## src/rtl/utf8_pkg.sv

```systemverilog
// Shared UTF-8 decoding types, code-point constants and the strict lead-byte table.
package utf8_pkg;

    localparam logic [20:0] CP_REPLACEMENT = 21'h00FFFD;
    localparam logic [20:0] CP_MAX         = 21'h10FFFF;
    localparam logic [20:0] SURR_LO        = 21'h00D800;
    localparam logic [20:0] SURR_HI        = 21'h00DFFF;

    typedef enum logic [1:0] {
        ST_IDLE = 2'd0,
        ST_C1   = 2'd1,
        ST_C2   = 2'd2,
        ST_C3   = 2'd3
    } state_t;

    typedef struct packed {
        logic [2:0] len;
        logic [7:0] lo;
        logic [7:0] hi;
        logic       invalid;
    } lead_t;

    // lo/hi bound the first continuation byte; this is where overlongs,
    // surrogates and values above U+10FFFF are rejected.
    function automatic lead_t lead_class(input logic [7:0] b, input logic allow_surr);
        lead_t r;
        r.len     = 3'd1;
        r.lo      = 8'h80;
        r.hi      = 8'hBF;
        r.invalid = 1'b0;
        if (b < 8'h80) begin
            r.len = 3'd1;
        end else if (b < 8'hC2) begin
            r.invalid = 1'b1;
        end else if (b <= 8'hDF) begin
            r.len = 3'd2;
        end else if (b == 8'hE0) begin
            r.len = 3'd3;
            r.lo  = 8'hA0;
        end else if (b == 8'hED) begin
            r.len = 3'd3;
            r.hi  = allow_surr ? 8'hBF : 8'h9F;
        end else if (b <= 8'hEF) begin
            r.len = 3'd3;
        end else if (b == 8'hF0) begin
            r.len = 3'd4;
            r.lo  = 8'h90;
        end else if (b <= 8'hF3) begin
            r.len = 3'd4;
        end else if (b == 8'hF4) begin
            r.len = 3'd4;
            r.hi  = 8'h8F;
        end else begin
            r.invalid = 1'b1;
        end
        return r;
    endfunction

endpackage

```

## src/rtl/utf8_lead_classify.sv

```systemverilog
// Combinational lead-byte classifier: sequence length and first-continuation bounds.
module utf8_lead_classify
    import utf8_pkg::*;
#(
    parameter bit ALLOW_SURR = 1'b0
) (
    input  logic [7:0] i_byte,
    output lead_t      o_class
);

    assign o_class = lead_class(i_byte, ALLOW_SURR);

endmodule

```

## src/rtl/utf8_stream_decoder.sv

```systemverilog
// Strict streaming UTF-8 decoder: one byte in per cycle, one scalar or error token out.
//   state   | meaning
//   ST_IDLE | expecting a lead byte
//   ST_C1   | one continuation byte still required
//   ST_C2   | two continuation bytes still required
//   ST_C3   | three continuation bytes still required
module utf8_stream_decoder
    import utf8_pkg::*;
#(
    parameter bit REPLACE    = 1'b1,
    parameter bit ALLOW_SURR = 1'b0,
    parameter int CNT_W      = 16
) (
    input  logic             clk,
    input  logic             rst_in,
    input  logic [7:0]       in_data,
    input  logic             in_valid,
    input  logic             in_last,
    output logic             in_ready,
    output logic [20:0]      out_cp,
    output logic             out_valid,
    input  logic             out_ready,
    output logic             out_err,
    output logic             out_trunc,
    output logic             out_last,
    output logic [CNT_W-1:0] err_count
);

    localparam logic [20:0] ERR_CP = REPLACE ? CP_REPLACEMENT : 21'd0;

    state_t           r_state, w_state_nxt;
    logic [14:0]      r_acc, w_acc_nxt;
    logic [7:0]       r_lo, r_hi, w_lo_nxt, w_hi_nxt;
    logic             r_hold_v, r_hold_last;
    logic [7:0]       r_hold_byte;
    logic             r_out_valid, r_out_err, r_out_trunc, r_out_last;
    logic [20:0]      r_out_cp;
    logic [CNT_W-1:0] r_err_count;

    logic        w_free, w_go, w_src_v, w_last, w_in_range, w_cp_legal, w_hold_set;
    logic [7:0]  w_byte;
    logic [20:0] w_cp_full;
    logic        w_emit, w_emit_err, w_emit_trunc, w_emit_last;
    logic [20:0] w_emit_cp;
    lead_t       w_lead;

    utf8_lead_classify #(.ALLOW_SURR(ALLOW_SURR)) u_lead (
        .i_byte  (w_byte),
        .o_class (w_lead)
    );

    assign w_free     = !r_out_valid | out_ready;
    assign in_ready   = w_free & !r_hold_v;
    assign w_byte     = r_hold_v ? r_hold_byte : in_data;
    assign w_last     = r_hold_v ? r_hold_last : in_last;
    assign w_src_v    = r_hold_v | in_valid;
    assign w_go       = w_free & w_src_v;
    assign w_in_range = (w_byte >= r_lo) && (w_byte <= r_hi);
    assign w_cp_full  = {r_acc, w_byte[5:0]};
    // Unreachable with the bounds table; kept as a guard on the emitted scalar.
    assign w_cp_legal = (w_cp_full <= CP_MAX) &&
                        (ALLOW_SURR || (w_cp_full < SURR_LO) || (w_cp_full > SURR_HI));

    always_comb begin
        w_state_nxt  = r_state;
        w_acc_nxt    = r_acc;
        w_lo_nxt     = r_lo;
        w_hi_nxt     = r_hi;
        w_emit       = 1'b0;
        w_emit_cp    = ERR_CP;
        w_emit_err   = 1'b0;
        w_emit_trunc = 1'b0;
        w_emit_last  = 1'b0;
        w_hold_set   = 1'b0;
        if (w_go) begin
            if (r_state == ST_IDLE) begin
                w_emit_last = w_last;
                if (w_lead.invalid) begin
                    w_emit     = 1'b1;
                    w_emit_err = 1'b1;
                end else if (w_lead.len == 3'd1) begin
                    w_emit    = 1'b1;
                    w_emit_cp = {13'd0, w_byte};
                end else if (w_last) begin
                    w_emit       = 1'b1;
                    w_emit_err   = 1'b1;
                    w_emit_trunc = 1'b1;
                end else begin
                    w_lo_nxt = w_lead.lo;
                    w_hi_nxt = w_lead.hi;
                    case (w_lead.len)
                        3'd2:    begin w_state_nxt = ST_C1; w_acc_nxt = {10'd0, w_byte[4:0]}; end
                        3'd3:    begin w_state_nxt = ST_C2; w_acc_nxt = {11'd0, w_byte[3:0]}; end
                        default: begin w_state_nxt = ST_C3; w_acc_nxt = {12'd0, w_byte[2:0]}; end
                    endcase
                end
            end else if (w_in_range) begin
                w_acc_nxt = w_cp_full[14:0];
                w_lo_nxt  = 8'h80;
                w_hi_nxt  = 8'hBF;
                if (r_state == ST_C1) begin
                    w_state_nxt = ST_IDLE;
                    w_emit      = 1'b1;
                    w_emit_last = w_last;
                    if (w_cp_legal) w_emit_cp  = w_cp_full;
                    else            w_emit_err = 1'b1;
                end else if (w_last) begin
                    w_state_nxt  = ST_IDLE;
                    w_emit       = 1'b1;
                    w_emit_err   = 1'b1;
                    w_emit_trunc = 1'b1;
                    w_emit_last  = 1'b1;
                end else begin
                    w_state_nxt = (r_state == ST_C3) ? ST_C2 : ST_C1;
                end
            end else begin
                // Offending byte is parked and re-decoded as a lead next free cycle.
                w_state_nxt = ST_IDLE;
                w_emit      = 1'b1;
                w_emit_err  = 1'b1;
                w_hold_set  = 1'b1;
            end
        end
    end

    always_ff @(posedge clk or negedge rst_in) begin
        if (!rst_in) begin
            r_state     <= ST_IDLE;
            r_acc       <= '0;
            r_lo        <= 8'h80;
            r_hi        <= 8'hBF;
            r_hold_v    <= 1'b0;
            r_hold_byte <= '0;
            r_hold_last <= 1'b0;
        end else begin
            r_state <= w_state_nxt;
            r_acc   <= w_acc_nxt;
            r_lo    <= w_lo_nxt;
            r_hi    <= w_hi_nxt;
            if (w_hold_set) begin
                r_hold_v    <= 1'b1;
                r_hold_byte <= w_byte;
                r_hold_last <= w_last;
            end else if (w_go) begin
                r_hold_v <= 1'b0;
            end
        end
    end

    always_ff @(posedge clk or negedge rst_in) begin
        if (!rst_in) begin
            r_out_valid <= 1'b0;
            r_out_cp    <= '0;
            r_out_err   <= 1'b0;
            r_out_trunc <= 1'b0;
            r_out_last  <= 1'b0;
            r_err_count <= '0;
        end else begin
            if (w_go && w_emit) begin
                r_out_valid <= 1'b1;
                r_out_cp    <= w_emit_cp;
                r_out_err   <= w_emit_err;
                r_out_trunc <= w_emit_trunc;
                r_out_last  <= w_emit_last;
                if (w_emit_err && (r_err_count != {CNT_W{1'b1}}))
                    r_err_count <= r_err_count + {{(CNT_W-1){1'b0}}, 1'b1};
            end else if (out_ready) begin
                r_out_valid <= 1'b0;
            end
        end
    end

    assign out_valid = r_out_valid;
    assign out_cp    = r_out_cp;
    assign out_err   = r_out_err;
    assign out_trunc = r_out_trunc;
    assign out_last  = r_out_last;
    assign err_count = r_err_count;

endmodule

```

## config.mk

```make
export PLATFORM = sky130hd
export DESIGN_NAME = utf8_stream_decoder
export DESIGN_NICKNAME = d
export VERILOG_FILES = /design/src/rtl/utf8_pkg.sv /design/src/rtl/utf8_lead_classify.sv /design/src/rtl/utf8_stream_decoder.sv
export SDC_FILE = /design/constraint.sdc
export NUM_CORES = 1
export LEC_CHECK = 0
export ABC_AREA = 0
export CAP_MARGIN = 20
export CORE_MARGIN = 2
export CORE_UTILIZATION = 30
export CTS_CLUSTER_SIZE = 25
export DETAILED_ROUTE_END_ITERATION = 10
export GPL_TIMING_DRIVEN = 0
export REMOVE_ABC_BUFFERS = 1
export SYNTH_ARGS = -nofsm -noshare
export SYNTH_HDL_FRONTEND = slang
export SYNTH_HIERARCHICAL = 1
export SYNTH_SLANG_ARGS = --single-unit
```

## constraint.sdc

```tcl
create_clock -name clk -period 3.35 [get_ports clk]
set_clock_uncertainty 0.05 [all_clocks]
set_input_delay 0.8375 -clock clk [delete_from_list [all_inputs] [get_ports clk]]
set_output_delay 0.8375 -clock clk [all_outputs]
set_load 0.05 [all_outputs]
```

==> metrics.log <==
[metrics] signed area change from the synthesized netlist to the final layout: 40.1%
[metrics] data required time of the worst path: 3.52 ns
[metrics] portion of synthesized cell area occupied by the leading cell type: between 40% and 50%
[metrics] overall track demand over capacity in global routing: 15.1%
[metrics] final period demand of the worst path: 3.33 ns
[metrics] kind of path behind the tightest hold check: in -> async
[metrics] number of buffers added by the clock tree synthesis step: 9
[metrics] Pleak: roughly 0.0027 uW
[metrics] wire length on met1: 5.62 mm
[metrics] Hold Worst Slack: 0.348 ns
[metrics] maximum vdd ir drop: 0.620 mV
[metrics] post-synth cell types: 69
[metrics] Netlist Area Pre-Place: 0.00443 mm2
[metrics] core footprint: roughly 0.014 mm2
[metrics] leading cell type in the layout, fill and taps excluded: dfrtp_1
[metrics] nets@finish: 571
[metrics] root buffer cell: clkbuf_16
[metrics] Setup violations, final: 0
[metrics] number of top-level design ports: 55
[metrics] Tcrit/Tclk final: 99.4%
[metrics] clock latency at the later pin of the worst-skew pair: ~0.35 ns
[metrics] power density over the cells: 899 mW/mm2
[metrics] vias in the first global route: 3,599
[metrics] fraction of synthesis flops using an asynchronous set or reset pin: between 90% and 100%
[metrics] Synth Instances: 435
[metrics] number of antenna cells inserted: 0
[metrics] # rows: between 40 and 50
[metrics] number of cells after detailed placement: 660
[metrics] largest buffer count on any clock path: 2
[metrics] Storage cell area: 0.00212 mm2
[metrics] final estimated routing congestion in global placement: around 0.9
[metrics] most area-consuming cells after synthesis: dfrtp_1, ha_1, dfstp_2
[metrics] share of the synthesized netlist area taken by xor and xnor gates: 2.77%
[metrics] Rel. slew slack: 48.5%
[metrics] area occupied by multi-input gates: 0.00241 mm2
[metrics] sequential element share of the synthesized area: between 40% and 50%
[metrics] simple-gate area share of the yosys netlist: 18.0%
[metrics] final std cell area, no fill: 0.00621 mm2
[metrics] largest net degree at the start of global routing: 62
[metrics] global-route wire length before repair: between 15 and 20 mm
[metrics] leading cell types in the layout, fill and taps excluded: dfrtp_1, nand2_1, buf_4
[metrics] number of DRC violations after detailed routing: 0
[metrics] total die area: 0.0158 mm2
[metrics] average wire per cell in the routed design: 16.6 um
[metrics] number of synthesized flops with an enable pin: 0
[metrics] clock input transition at the sequential cells of the worst setup and hold paths: 0.07 ns
[metrics] DRT Wirelength: between 10 and 15 mm
[metrics] drt initial violations: between 200 and 300
[metrics] most used flip-flop cell after synthesis: dfrtp_1
[metrics] Worst Tran Pin Value: 0.768 ns
[metrics] routed via count divided by cell count: approximately 5
[metrics] area post-placement: approximately 0.0051 mm2
[metrics] routed length on met3: 629 um
[metrics] average cell area after synthesis: 10.2 um2
[metrics] dominant cell type by area after synthesis: dfrtp_1
[metrics] highest attainable clock frequency: 300 MHz
[metrics] Die X: 126 um
[metrics] number of sinks driven by the clock tree: 84
[metrics] overall overflow remaining after global route: 0
[metrics] compound-gate portion of the synthesized area: 15.1%
[metrics] total of flip-flops plus latches after synthesis: 84
[metrics] total number of vias: roughly 3,700
[metrics] Final Core Density: between 40 and 50%
[metrics] layout cells sized above 1: 28.0%
[metrics] Die Span Y: approximately 130 um
[metrics] antenna viol nets, final: 0
[metrics] combinational family with the most area after synthesis: simple AND/OR/NAND/NOR gates
[metrics] critical path start-end classification: in -> reg
[metrics] H-tree depth: 3
[metrics] number of fill cells: 1,366
[metrics] Post-CTS Hold Buffers: 0
[metrics] top routing layer used: met4
[metrics] final non-filler cell total: 730
[metrics] Port-buffer cells: 54
[metrics] WP data arrival: 3.50 ns
[metrics] Routed met2 length: 5.66 mm
[metrics] slack of the worst reg-to-reg path: 0.06 ns
[metrics] adder and majority cell fraction of the synthesized area: 4.80%
[metrics] number of antenna violations at the first check in global routing: 0
[metrics] total count of max-transition violations in the final report: 0
[metrics] element type at the critical path end: flop
[metrics] result of the run: completed
[metrics] CTS tree: done
[metrics] initial standard-cell utilization of the core: 30.6%
[metrics] Final Hold Fails: 0
[metrics] largest fanout on the critical path: 6
[metrics] max-cap check violation count: 0
[metrics] Pre-Repair DR Iteration Count: 5
[metrics] Pwr Total: 5580 uW
[metrics] crit path launch type: input pin
[metrics] Ys Warns: 6
[metrics] Detailed Place HPWL: 7.46 mm
[metrics] mux cell area share after synthesis: 5.39%
layer usage:
metal / track usage, % / vias up
li1: - / 1738
met1: 21.2 / 1839
met2: 23.8 / 123
met3: 2.31 / 13
met4: 5.23 / 0
met5: 0 / -
power breakdown:
group	leakage (uW)	internal [uW]	switching (uW)	total, uW
Clock	0.000135	515	453	968
Sequential	0.00103	1340	257	1590
Combinational	0.00155	1290	1730	3020
synth_stat cells, types with 2 or more instances:
| library cell | count |
|---|---|
| o21ai_0 | 31 |
| a22o_1 | 8 |
| a2bb2oi_1 | 9 |
| buf_6 | 3 |
| and4_1 | 2 |
| a21o_1 | 3 |
| dfrtp_1 | 76 |
| nor3b_1 | 2 |
| mux2i_1 | 7 |
| or2b_1 | 2 |
| nand4_1 | 3 |
| or4_4 | 2 |
| buf_2 | 6 |
| a32oi_1 | 2 |
| nand2_1 | 48 |
| nor4_1 | 6 |
| and3_1 | 3 |
| or4b_1 | 2 |
| clkbuf_1 | 2 |
| o22ai_1 | 2 |
| o2bb2ai_1 | 4 |
| nand2b_1 | 2 |
| mux2_2 | 15 |
| a211oi_1 | 4 |
| conb_1 | 2 |
| or3_1 | 2 |
| dfstp_2 | 8 |
| a21oi_1 | 16 |
| nand3_1 | 12 |
| nor2_1 | 34 |
| xor2_1 | 13 |
| ha_1 | 17 |
| nor3_1 | 13 |
| inv_1 | 25 |
| o31ai_1 | 2 |
| buf_4 | 12 |
| nor2b_1 | 3 |
worst max-delay path: stages:
cell and delay (ns):
dlygate4sd2_1 0.23, mux2_4 0.32, ha_1 0.33, nor2b_1 0.14, o211ai_1 0.18, buf_4 0.16, a21boi_4 0.09, or4_4 0.57
a211oi_4 0.37, buf_6 0.17, a32oi_1 0.09
cells by family after synthesis:
logic type / count (synthesis)
other: 2
adders and majority gates: 17
muxes: 22
xor gates and xnor gates: 14
and+or+nand+nor: 151
buffers and inverters: 50
DFF: 84
AOI/OAI and AO/OA: 95
registers in the layout, indices dropped and copies added (netlist names), 2 cells and up:
signal / flops
r_lo: 8
out_cp: 21
r_hi: 8
err_count: 16
r_acc: 15
r_state: 2
r_hold_byte: 8
area by class of cell:
| cell class | instances | area share, % |
|---|---|---|
| tap | 184 | 3.71 |
| clock inverter | 7 | 0.927 |
| sequential | 84 | 34.1 |
| timing repair buffer | 109 | 17.2 |
| inverter | 25 | 1.59 |
| clock buffer | 9 | 3.63 |
| multi-input combinational | 312 | 38.8 |
stage by stage:
step / setup WS [ns] / setup TNS (ns)
global route: -0.0788 / -0.712
CTS: 0.0148 / 0
finish: 0.0194 / 0
floorplan: -0.398 / -7.15
detailed placement: -1.63 / -98.86
global placement: -1.74 / -236.36
path summary, 6_finish.rpt:
kind	end	startpoint	depth (start not counted)
worst max-delay path	out_cp[6]$_DFFE_PN0P_	in_data[1]	11
worst min-delay path	out_cp[18]$_DFFE_PN0P_	rst_in	1
worst max register to register	out_cp[6]$_DFFE_PN0P_	r_hold_v$_DFFE_PN0P_	10
worst min register to register	r_acc[0]$_DFFE_PN0P_	r_acc[0]$_DFFE_PN0P_	2
max in group asynchronous	r_hi[4]$_DFFE_PN1P_	rst_in	2
min in group clk	r_acc[0]$_DFFE_PN0P_	r_acc[0]$_DFFE_PN0P_	2
timing repair:
action,in CTS,in global routing
cloned,3,1
setup buffers,39,12
resized for setup,59,23
setup endpoints to repair,84,76
pin swaps,17,14
(Power assumes the default switching activity.)
